**src/rtl/servo_pkg.sv**
```systemverilog
// Shared widths, defaults and state encoding for the servo command path.
package servo_pkg;

    localparam int DUTY_W        = 10;
    localparam int DUTY_MAX_C    = 1000;
    localparam int FRAME_TICKS_C = 1_000_000;

    // Ramp direction; informational only, it feeds the busy flag.
    typedef enum logic [1:0] {
        IDLE      = 2'd0,
        RAMP_UP   = 2'd1,
        RAMP_DOWN = 2'd2
    } servo_state_e;

    // Saturate a requested duty level to the configured ceiling.
    function automatic logic [DUTY_W-1:0] clamp_duty(input logic [DUTY_W-1:0] v,
                                                     input logic [DUTY_W-1:0] vmax);
        return (v > vmax) ? vmax : v;
    endfunction

endpackage

```
**src/rtl/servo_frame_timer.sv**
```systemverilog
// Free-running frame counter; frame_tick marks the last clock of each frame.
// Sharing reset with servo_driver keeps both frame boundaries aligned.
import servo_pkg::*;

module servo_frame_timer #(
    parameter int FRAME_TICKS = FRAME_TICKS_C
) (
    input  logic clk,
    input  logic rst_n,
    output logic frame_tick
);

    localparam int              CNT_W = (FRAME_TICKS > 1) ? $clog2(FRAME_TICKS) : 1;
    localparam logic [CNT_W-1:0] LAST = CNT_W'(FRAME_TICKS - 1);

    logic [CNT_W-1:0] cnt;

    assign frame_tick = (cnt == LAST);

    // Count 0..FRAME_TICKS-1 and wrap, giving a period of exactly FRAME_TICKS.
    always_ff @(posedge clk or negedge rst_n) begin
        if (!rst_n)          cnt <= '0;
        else if (frame_tick) cnt <= '0;
        else                 cnt <= cnt + CNT_W'(1);
    end

endmodule

```
**src/rtl/servo_ramp_ctrl.sv**
```systemverilog
// Target command stage for servo_driver: buffers one pending target and slews
// duty_level toward it by at most STEP_MAX per frame, so the servo never sees
// a step change.
import servo_pkg::*;

module servo_ramp_ctrl #(
    parameter int FRAME_TICKS = FRAME_TICKS_C,
    parameter int STEP_MAX    = 20,
    parameter int DUTY_MAX    = DUTY_MAX_C,
    parameter int DUTY_INIT   = 500
) (
    input  logic              clk,
    input  logic              rst_n,
    input  logic              cmd_valid,
    output logic              cmd_ready,
    input  logic [DUTY_W-1:0] cmd_target,
    input  logic              hold,
    output logic [DUTY_W-1:0] duty_level,
    output logic              frame_tick,
    output logic              at_target,
    output logic              busy
);

    localparam int                     DW1    = DUTY_W + 1;
    localparam logic [DUTY_W-1:0]      DMAX_V = DUTY_W'(DUTY_MAX);
    localparam logic [DUTY_W-1:0]      INIT_V = DUTY_W'(DUTY_INIT);
    localparam logic [DUTY_W-1:0]      STEP_V = DUTY_W'(STEP_MAX);
    localparam logic signed [DUTY_W:0] STEP_S = DW1'(STEP_MAX);

    logic [DUTY_W-1:0]      target, pend_val, eff_target, duty_nxt;
    logic                   pend_valid, accept, upd;
    logic signed [DUTY_W:0] diff;
    servo_state_e           state, state_nxt;

    servo_frame_timer #(.FRAME_TICKS(FRAME_TICKS)) u_timer (
        .clk        (clk),
        .rst_n      (rst_n),
        .frame_tick (frame_tick)
    );

    assign cmd_ready = ~pend_valid;
    assign accept    = cmd_valid & cmd_ready;
    assign upd       = frame_tick & ~hold;
    assign at_target = (duty_level == target) & ~pend_valid;
    assign busy      = (state != IDLE) | pend_valid;

    // Next duty: jump to the goal when within one step, else move one step.
    // Both operands lie in 0..DUTY_MAX, so the result cannot leave that range.
    always_comb begin
        eff_target = pend_valid ? pend_val : target;
        diff       = $signed({1'b0, eff_target}) - $signed({1'b0, duty_level});
        if (diff > STEP_S)       duty_nxt = duty_level + STEP_V;
        else if (diff < -STEP_S) duty_nxt = duty_level - STEP_V;
        else                     duty_nxt = eff_target;
        if (duty_nxt == eff_target)     state_nxt = IDLE;
        else if (duty_nxt < eff_target) state_nxt = RAMP_UP;
        else                            state_nxt = RAMP_DOWN;
    end

    // Frame update: load the pending target and apply one slew step together.
    always_ff @(posedge clk or negedge rst_n) begin
        if (!rst_n) begin
            duty_level <= INIT_V;
            target     <= INIT_V;
            state      <= IDLE;
        end else if (upd) begin
            duty_level <= duty_nxt;
            target     <= eff_target;
            state      <= state_nxt;
        end
    end

    // Pending slot: an accept on a tick cycle lands here and waits a frame.
    always_ff @(posedge clk or negedge rst_n) begin
        if (!rst_n) begin
            pend_valid <= 1'b0;
            pend_val   <= INIT_V;
        end else if (accept) begin
            pend_valid <= 1'b1;
            pend_val   <= clamp_duty(cmd_target, DMAX_V);
        end else if (upd) begin
            pend_valid <= 1'b0;
        end
    end

endmodule
```
**config.mk**
```make
export PLATFORM = sky130hd
export DESIGN_NAME = servo_ramp_ctrl
export DESIGN_NICKNAME = d
export VERILOG_FILES = /design/src/rtl/servo_pkg.sv /design/src/rtl/servo_frame_timer.sv /design/src/rtl/servo_ramp_ctrl.sv
export SDC_FILE = /design/constraint.sdc
export NUM_CORES = 1
export LEC_CHECK = 0
export ABC_CLOCK_PERIOD_IN_PS = 16600
export CORE_MARGIN = 2
export CORE_UTILIZATION = 35
export CTS_CLUSTER_DIAMETER = 50
export DETAILED_ROUTE_END_ITERATION = 12
export PLACE_DENSITY = 0.6
export SLEW_MARGIN = 20
export SYNTH_ARGS = -nofsm -noshare
export SYNTH_HDL_FRONTEND = slang
export SYNTH_HIERARCHICAL = 1
export SYNTH_SLANG_ARGS = --single-unit
export TNS_END_PERCENT = 1
```
**constraint.sdc**
```tcl
create_clock -name clk -period 16.6 [get_ports clk]
set_input_delay 3.32 -clock clk [delete_from_list [all_inputs] [get_ports clk]]
set_output_delay 3.32 -clock clk [all_outputs]
set_load 0.02 [all_outputs]
```
==> flow_summary.json, run 1 <==
{
  "fin_ws_ns": 10.83,
  "period_minus_slack_ns": 5.77,
  "grt-ovfl-total": 0,
  "insertedDiodeCount": 0,
  "grt_pass1_wl_mm": 17.0,
  "cpMaxStageDelayCell": "clkdlybuf4s50_1",
  "placed_cells": 623,
  "cp.arrival_ns": 2.45,
  "setup_violations": 0,
  "yosysMostFrequentCell": "nand2_1",
  "cts_max_level": 2,
  "clkTransAtPathRegs_ns": 0.07,
  "rsz0062_at_grt": "false",
  "synthesis.nets": 506,
  "drt_iter0_markers": 178,
  "power_density_nw_per_um2": 58.7,
  "synth_area_leader_cell": "dfrtp_1",
  "power.internal_mw": 0.202,
  "outcome": "complete, no violations",
  "cp-end-kind": "output pin",
  "worst_hold_slack_ns": 0.462,
  "synth-edff-count": 0,
  "syn_inst": 468,
  "hold_class": "flip-flop to flip-flop",
  "pwr-share-clk": 0.382,
  "cp_top_family": "simple AND/OR/NAND/NOR gates",
  "ios": 28,
  "yosys_warnings": 6,
  "async_flop_share": 1.00,
  "crit_chain": "nor4b_1 > nand3b_1 > nor4_4 > clkdlybuf4s50_1",
  "crit_required_ns": 13.28,
  "max_freq_mhz": 173,
  "synthToLayoutAreaGrowth_pct": 12.9,
  "postRouteAntennaNets": 0,
  "die-width_um": 112,
  "dp_slack_ns": 11.09,
  "die_area_um2": 12600,
  "syn_area_um2": 4100,
  "crit_buf_inv": 1,
  "ys_ff_latch": 53,
  "worst_pin_slew_ns": 0.786,
  "leakagePower_nw": 1.98,
  "coreArea_um2": 11400,
  "synth_flop_cell": "dfrtp_1",
  "worstPathMaxFanout": 10,
  "netlist.area_leader.share": 0.214,
  "relSlewSlack": 0.475,
  "dp_hpwl_mm": 7.47,
  "fin_crit_sh": 0.348,
  "peakVddDrop_v": 0.0000521,
  "critPathLaunchType": "flip-flop",
  "fin_setup_tns_ns": 0,
  "nets": 525,
  "finClkSkew_ns": 0.0120,
  "track_usage": 0.162,
  "cts_resized": 0,
  "cts_setup_buffers": 0,
  "grt_max_degree": 54,
  "maxCapViolations": 0,
  "cts_tree": "done",
  "final_cells": 631,
  "initial_core_util": 0.359,
  "synth.distinct_cells": 82,
  "synthTopCellsByArea": "dfrtp_1, dfstp_2, ha_1",
  "drv_slew": 0,
  "grt_pass1_vias": 3472,
  "insertion_delay_ns": 0.29,
  "io_buffers": 27,
  "cts-hold-fix-buffers": 0,
  "wl_mm": 9.98,
  "max_stage_delay_ns": 0.71,
  "critPathKind": "flip-flop to output pin",
  "ctsLongestPathBuffers": 2,
  "drc_errors": 0,
  "p_sw_mw": 0.0700,
  "seq_area_frac_synth": 0.329,
  "place.gp.congestion": 0.856,
  "die-height_um": 112,
  "cts_root_buf": "clkbuf_16",
  "syn_area_per_cell_um2": 8.76,
  "viasPerCell": 5.64,
  "rows": 39,
  "p_comb_frac": 0.135,
  "ys_top_cells_by_count": "nand2_1, dfrtp_1, inv_1, o21ai_0, nor2_1",
  "firstDrtPassIters": 5,
  "drive_gt1_frac": 0.121,
  "hold_viol": 0,
  "swShare": 0.258,
  "antenna_found_initial": 0,
  "vias": 3558,
  "wl_per_cell_um": 15.8,
  "cts_inserted_buffers": 5,
  "seq_power_share": 0.483,
  "clkSinkCount": 53
}
-- registers in the layout, summed over array words and instances (netlist names) --
register	count
u_timer/cnt	20
duty_level	10
pend_val	10
target	10
state	2
pend_valid	1
-- power by group through the flow --
stage / sequential [mW] / clock (mW) / combinational [mW]
finish: 0.131 / 0.104 / 0.0368
global route: 0.131 / 0.113 / 0.0411
CTS: 0.131 / 0.108 / 0.0367
detailed placement: 0.133 / 0 / 0.0364
global placement: 0.133 / 0 / 0.0363
floorplan: 0.133 / 0 / 0.0242
-- placed cells by master, fill, tap and decap left out, types with 7 or more instances in the layout --
cell type and n:
nand2_1 48, dfrtp_1 35, inv_1 31, o21ai_0 31, clkdlybuf4s50_1 26, nor2_1 25, ha_1 23, a21oi_1 22
nand3_1 20, xnor2_1 19, dfstp_2 18, mux2i_1 15, nor3_1 14, nand4_1 9, and3_1 8, xor2_1 7
-- worst register-to-register path, cell delays in order (launching register included) --
cell	delay, ns
dfrtp_1	0.73
mux2i_1	0.50
inv_1	0.15
ha_1	0.30
nor2b_1	0.34
o221ai_1	0.27
a221oi_1	0.49
o32ai_1	0.28
or4_4	0.61
nand2_4	0.17
nor2_1	0.06
a21oi_1	0.12
ha_1	0.26
nor2b_1	0.13
o21a_1	0.16
o21a_1	0.16
o21a_1	0.16
o21a_1	0.16
o21ai_0	0.14
a21o_1	0.15
a31o_2	0.15
-- kinds of logic (layout without fill, tap and decap cells) --
group	after synthesis	after routing	share of synthesized area
AND/OR/NAND/NOR	172	172	0.232
AO/OA/AOI/OAI	125	125	0.216
flip-flops	53	53	0.329
buffers and inverters	51	71	0.0501
XOR/XNOR	26	26	0.0556
adder cells (fa/ha/maj)	24	24	0.0751
multiplexers	17	17	0.0430
-- through the flow --
step / cell area, µm² / total power [mW] / util
3_5_place_dp: 4480 / 0.170 / 0.393
5_1_grt: 4630 / 0.285 / 0.405
4_1_cts: 4630 / 0.275 / 0.405
6_report: 4630 / 0.272 / 0.405
2_1_floorplan: 4100 / 0.157 / -
3_3_place_gp: 4480 / 0.170 / 0.393
-- worst paths after layout --
check	startpoint	cells past startpoint	end	slack, ns
max	u_timer/cnt[6]$_DFF_PN0_	4	frame_tick	10.83
min	pend_val[8]$_DFFE_PN1P_	2	pend_val[8]$_DFFE_PN1P_	0.46
max in group asynchronous	rst_n	2	u_timer/cnt[6]$_DFF_PN0_	12.98
min in group asynchronous	rst_n	2	duty_level[9]$_DFFE_PN0P_	3.13
min reg2reg	pend_val[8]$_DFFE_PN1P_	2	pend_val[8]$_DFFE_PN1P_	0.46
max reg2reg	pend_valid$_DFFE_PN0P_	20	state[0]$_DFFE_PN0P_	11.03
-- layout make-up --
type,count,area [µm²]
clock buffer,6,129
inverter,33,124
clock inverter,2,15.0
timing repair buffer,30,288
sequential,53,1350
multi-input combinational,364,2540
fill,1159,6790
tap,143,179
-- routing by layer --
layer / GRT usage / vias up / wire length, µm
met5: 0 / - / 0
li1: - / 1742 / -
met1: 0.216 / 1726 / 4650
met2: 0.273 / 80 / 4850
met3: 0.0259 / 10 / 363
met4: 0.0480 / 0 / 121
Note: power is estimated with default switching activity, not from simulation.
==> run 2, diff against run 1 <==
--- a/config.mk
+++ b/config.mk
@@ -5,12 +5,12 @@
 export SDC_FILE = /design/constraint.sdc
 export NUM_CORES = 1
 export LEC_CHECK = 0
-export ABC_CLOCK_PERIOD_IN_PS = 16600
+export ABC_CLOCK_PERIOD_IN_PS = 5200
 export CORE_MARGIN = 2
 export CORE_UTILIZATION = 35
 export CTS_CLUSTER_DIAMETER = 50
 export DETAILED_ROUTE_END_ITERATION = 12
-export PLACE_DENSITY = 0.6
+export PLACE_DENSITY = 0.62
 export SLEW_MARGIN = 20
 export SYNTH_ARGS = -nofsm -noshare
 export SYNTH_HDL_FRONTEND = slang
==> constraint.sdc (replaced) <==
create_clock -name clk -period 5.2 [get_ports clk]
set_input_delay 1.04 -clock clk [delete_from_list [all_inputs] [get_ports clk]]
set_output_delay 1.04 -clock clk [all_outputs]
set_load 0.02 [all_outputs]
==> flow_summary.json, run 2 (synthesis gave the netlist of run 1 again) <==
{
  "critPathKind": "flip-flop to flip-flop",
  "pwr-share-clk": 0.407,
  "nets": 551,
  "cts_tree": "done",
  "grt_pass1_vias": 3436,
  "drc_errors": 0,
  "coreArea_um2": 11400,
  "viasPerCell": 5.48,
  "drive_gt1_frac": 0.169,
  "clkSinkCount": 53,
  "post_dp_cell_area_um2": 4650,
  "worstPathMaxFanout": 10,
  "track_usage": 0.170,
  "place.gp.congestion": 0.942,
  "rsz0062_at_grt": "false",
  "wl_mm": 10.5,
  "cp.arrival_ns": 5.18,
  "grt_pass1_wl_mm": 17.5,
  "relSlewSlack": 0.544,
  "cts-hold-fix-buffers": 0,
  "swShare": 0.244,
  "ctsLongestPathBuffers": 2,
  "rows": 39,
  "cts_inserted_buffers": 5,
  "leakagePower_nw": 2.12,
  "antenna_found_initial": 0,
  "drt_iter0_markers": 327,
  "setup_violations": 0,
  "io_buffers": 27,
  "wl_per_cell_um": 15.9,
  "insertedDiodeCount": 0,
  "postRouteAntennaNets": 0,
  "final_cell_mix": "nand2_1, dfrtp_1, inv_1, o21ai_0, buf_4",
  "maxCapViolations": 0,
  "cts_root_buf": "clkbuf_16",
  "placed_cells": 645,
  "critPathLaunchType": "flip-flop",
  "period_minus_slack_ns": 4.94,
  "crit_required_ns": 5.43,
  "final_cells": 657,
  "top_register": "u_timer/cnt",
  "hold_class": "flip-flop to flip-flop",
  "die-width_um": 112,
  "fin_setup_tns_ns": 0,
  "grt-ovfl-total": 0,
  "power_density_nw_per_um2": 191,
  "synthToLayoutAreaGrowth_pct": 18.4,
  "drv_slew": 0,
  "seq_power_share": 0.451,
  "vias": 3603,
  "p_comb_frac": 0.141,
  "power.internal_mw": 0.702,
  "final_core_util": 0.425,
  "peakVddDrop_v": 0.000132,
  "ios": 28,
  "hold_viol": 0,
  "dp_hpwl_mm": 7.95,
  "finClkSkew_ns": 0.0102,
  "clkTransAtPathRegs_ns": 0.07,
  "final_area_um2": 4850,
  "initial_core_util": 0.359,
  "layout_commonest_cell": "nand2_1",
  "worst_pin_slew_ns": 0.682,
  "cp-end-kind": "flip-flop",
  "cts_max_level": 2,
  "outcome": "complete, no violations",
  "firstDrtPassIters": 5,
  "max_freq_mhz": 202,
  "largest_reg_flops": 20,
  "insertion_delay_ns": 0.30,
  "grt_max_degree": 54,
  "die_area_um2": 12600,
  "fin_crit_sh": 0.951,
  "p_sw_mw": 0.226,
  "die-height_um": 112
}
run 2: changes by cell type in the layout (fill, tap and decap cells not counted):
cell	change
dfrtp_1	-1
bufinv_16	+1
clkinvlp_4	-1
buf_4	+26
clkinv_4	+1
clkinv_1	-1
dfrtp_2	+1
run 2: layout make-up:
class | count | area (µm²)
timing repair buffer | 56 | 483
fill | 1124 | 6570
tap | 143 | 179
inverter | 33 | 128
sequential | 53 | 1350
clock buffer | 6 | 129
multi-input combinational | 364 | 2540
clock inverter | 2 | 38.8
run 2: per-stage QoR:
stage	hold slack [ns]	total power, mW	setup WS (ns)
global route	0.484	0.969	0.00537
CTS	0.469	0.939	0.0129
detailed placement	0.455	0.555	0.0445
global placement	0.454	0.555	0.164
floorplan	0.434	0.503	0.154
finish	0.467	0.928	0.256
run 2: timing repair:
action,4_1_cts,5_1_grt
buffers inserted,0,4
setup endpoints to repair,0,2
gates resized for setup,0,2
run 2: routing by layer:
metal | up-vias | wire length (µm) | track usage
met2 | 95 | 4920 | 0.278
met1 | 1699 | 4880 | 0.230
li1 | 1791 | - | -
met5 | - | 0 | 0
met3 | 18 | 393 | 0.0270
met4 | 0 | 280 | 0.0569
run 2: critical path, stage by stage, from the launching register on:
cell,delay (ns)
dfrtp_2,0.44
buf_4,0.17
mux2i_1,0.31
inv_1,0.08
ha_1,0.40
o21ai_0,0.14
o21a_1,0.21
or3_4,0.38
a2111o_1,0.40
or4_4,0.54
nand2_4,0.14
nor2_1,0.05
a21oi_1,0.13
ha_1,0.26
nor2b_1,0.14
o21a_1,0.17
o21a_1,0.17
o21a_1,0.16
o21a_1,0.16
o21ai_0,0.14
a21o_1,0.16
a31o_2,0.15
run 2: power by group through the flow:
stage / Combinational [mW] / Clock [mW] / Sequential, mW
floorplan: 0.0772 / 0 / 0.425
global route: 0.144 / 0.407 / 0.419
detailed placement: 0.129 / 0 / 0.426
global placement: 0.128 / 0 / 0.426
CTS: 0.130 / 0.390 / 0.419
finish: 0.131 / 0.378 / 0.419
run 2: path summary, 6_finish.rpt:
path                                         start                   endpoint  slack (ns)  cells past startpoint
setup / recovery            pend_valid$_DFFE_PN0P_       state[0]$_DFFE_PN0P_        0.26                     21
hold / removal             pend_val[5]$_DFFE_PN1P_    pend_val[5]$_DFFE_PN1P_        0.47                      2
setup reg to reg            pend_valid$_DFFE_PN0P_       state[0]$_DFFE_PN0P_        0.26                     21
max in group asynchronous                    rst_n     pend_valid$_DFFE_PN0P_        3.85                      2
min in group asynchronous                    rst_n  duty_level[9]$_DFFE_PN0P_        0.85                      2
hold reg to reg            pend_val[5]$_DFFE_PN1P_    pend_val[5]$_DFFE_PN1P_        0.47                      2
==> run 3, diff against run 2 <==
--- a/config.mk
+++ b/config.mk
@@ -10,6 +10,7 @@
 export CORE_UTILIZATION = 35
 export CTS_CLUSTER_DIAMETER = 50
 export DETAILED_ROUTE_END_ITERATION = 12
+export GPL_ROUTABILITY_DRIVEN = 0
 export PLACE_DENSITY = 0.62
 export SLEW_MARGIN = 20
 export SYNTH_ARGS = -nofsm -noshare
==> flow_summary.json, run 3 (synthesis gave the netlist of run 1 again) <==
{
  "crit_buf_inv": 3,
  "pwr-share-clk": 0.403,
  "swShare": 0.241,
  "power.internal_mw": 0.702,
  "final_cells": 652,
  "worst_hold_slack_ns": 0.464,
  "relSlewSlack": 0.544,
  "outcome": "complete, no violations",
  "path_common_cell": "o21a_1",
  "ios": 28,
  "die_area_um2": 12600,
  "layout_commonest_cell": "nand2_1",
  "leakagePower_nw": 2.09,
  "insertion_delay_ns": 0.29,
  "grt_pass1_vias": 3602,
  "cp.arrival_ns": 5.20,
  "max_stage_delay_ns": 0.54,
  "wl_per_cell_um": 16.4,
  "grt_pass1_wl_mm": 18.2,
  "seq_power_share": 0.453,
  "die-width_um": 112,
  "period_minus_slack_ns": 4.97,
  "cpMaxStageDelayCell": "or4_4",
  "finClkSkew_ns": 0.0108,
  "grt-ovfl-total": 0,
  "worst_pin_slew_ns": 0.682,
  "wl_mm": 10.7,
  "ctsLongestPathBuffers": 2,
  "drt_iter0_markers": 237,
  "maxCapViolations": 0,
  "setup_violations": 0,
  "clkTransAtPathRegs_ns": 0.07,
  "critPathKind": "flip-flop to flip-flop",
  "cp-end-kind": "flip-flop",
  "drc_errors": 0,
  "io_buffers": 27,
  "cts_inserted_buffers": 5,
  "firstDrtPassIters": 4,
  "postRouteAntennaNets": 0,
  "viasPerCell": 5.65,
  "coreArea_um2": 11400,
  "top_register": "u_timer/cnt",
  "clkSinkCount": 53,
  "placed_cells": 642,
  "fin_setup_tns_ns": 0,
  "rsz0062_at_grt": "false",
  "drive_gt1_frac": 0.171,
  "cts_root_buf": "clkbuf_16",
  "p_sw_mw": 0.223,
  "synthToLayoutAreaGrowth_pct": 18.2,
  "hold_class": "flip-flop to flip-flop",
  "hold_viol": 0,
  "critPathLaunchType": "flip-flop",
  "power_density_nw_per_um2": 191,
  "vias": 3685,
  "final_cell_mix": "nand2_1, dfrtp_1, inv_1, o21ai_0, clkdlybuf4s50_1",
  "crit_chain": "buf_2 > buf_4 > mux2i_2 > inv_1 > ha_1 > o21ai_0 > o21a_1 > or3_4 > a2111o_1 > or4_4 > nand2_4 > nor2_1 > a21oi_1 > ha_1 > nor2b_1 > o21a_1 > o21a_1 > o21a_1 > o21a_1 > o21ai_0 > a21o_1 > a31o_2",
  "max_freq_mhz": 201,
  "initial_core_util": 0.359,
  "largest_reg_flops": 20,
  "insertedDiodeCount": 0,
  "cp_top_family": "compound AO/OA/AOI/OAI gates",
  "grt_max_degree": 34,
  "peakVddDrop_v": 0.000145,
  "dp_hpwl_mm": 8.23,
  "die-height_um": 112,
  "fin_crit_sh": 0.956,
  "p_comb_frac": 0.144,
  "nets": 546,
  "rows": 39,
  "worstPathMaxFanout": 10,
  "antenna_found_initial": 0,
  "cts_max_level": 2,
  "crit_required_ns": 5.43,
  "track_usage": 0.174,
  "cts_tree": "done",
  "drv_slew": 0
}
[run 3: cell types whose count changed in the layout (fill, tap and decap cells not counted), sizes merged]
| cell | before | now |
|---|---|---|
| buf | 30 | 25 |
[run 3: final cells by class]
type,instances,area (µm²)
Clock inverter,2,38.8
Inverter,33,128
Multi-Input combinational cell,364,2580
Fill cell,1123,6580
Tap cell,143,179
Timing Repair Buffer,51,443
Clock buffer,6,129
Sequential cell,53,1350
[run 3: routing by layer]
metal / wire [µm] / GRT usage / up-vias
li1: - / - / 1790
met1: 4930 / 0.241 / 1790
met2: 5050 / 0.280 / 89
met3: 410 / 0.0270 / 16
met4: 306 / 0.0561 / 0
met5: 0 / 0 / -
[run 3: power by group through the flow]
stage | Clock (mW) | Sequential [mW] | Combinational [mW]
2_1_floorplan | 0 | 0.425 | 0.0772
3_3_place_gp | 0 | 0.426 | 0.127
3_5_place_dp | 0 | 0.426 | 0.129
4_1_cts | 0.384 | 0.419 | 0.129
5_1_grt | 0.402 | 0.419 | 0.148
6_report | 0.373 | 0.419 | 0.133
[run 3: worst paths after layout]
kind	from	to	slack, ns	depth (start not counted)
setup / recovery	pend_valid$_DFFE_PN0P_	state[0]$_DFFE_PN0P_	0.23	22
hold reg to reg	pend_val[5]$_DFFE_PN1P_	pend_val[5]$_DFFE_PN1P_	0.46	2
min in group asynchronous	rst_n	duty_level[9]$_DFFE_PN0P_	0.76	1
hold / removal	pend_val[5]$_DFFE_PN1P_	pend_val[5]$_DFFE_PN1P_	0.46	2
setup reg to reg	pend_valid$_DFFE_PN0P_	state[0]$_DFFE_PN0P_	0.23	22
max in group asynchronous	rst_n	target[2]$_DFFE_PN1P_	3.57	2
[run 3: repair_timing]
action | 4_1_cts | 5_1_grt
buffers inserted | 0 | 2
gates resized for setup | 0 | 8
hold buffers | 0 | 0
setup endpoints to repair | 0 | 2
[run 3: worst register-to-register path, delay by kind of cell (launching register included)]
kind	cells	cell delay, ns
compound gates	11	1.96
fa+ha+maj	2	0.55
buf+inv	3	0.41
flops	1	0.46
mux	1	0.30
simple gates	5	1.23
[run 3: through the flow]
step	total power [mW]	worst slack, ns	cell area [µm²]	util
floorplan	0.503	0.154	4100	-
global placement	0.553	0.185	4630	0.405
detailed placement	0.555	0.0729	4630	0.405
CTS	0.932	0.0528	4790	0.420
global route	0.969	0.0278	4840	0.424
finish	0.925	0.226	4840	0.424
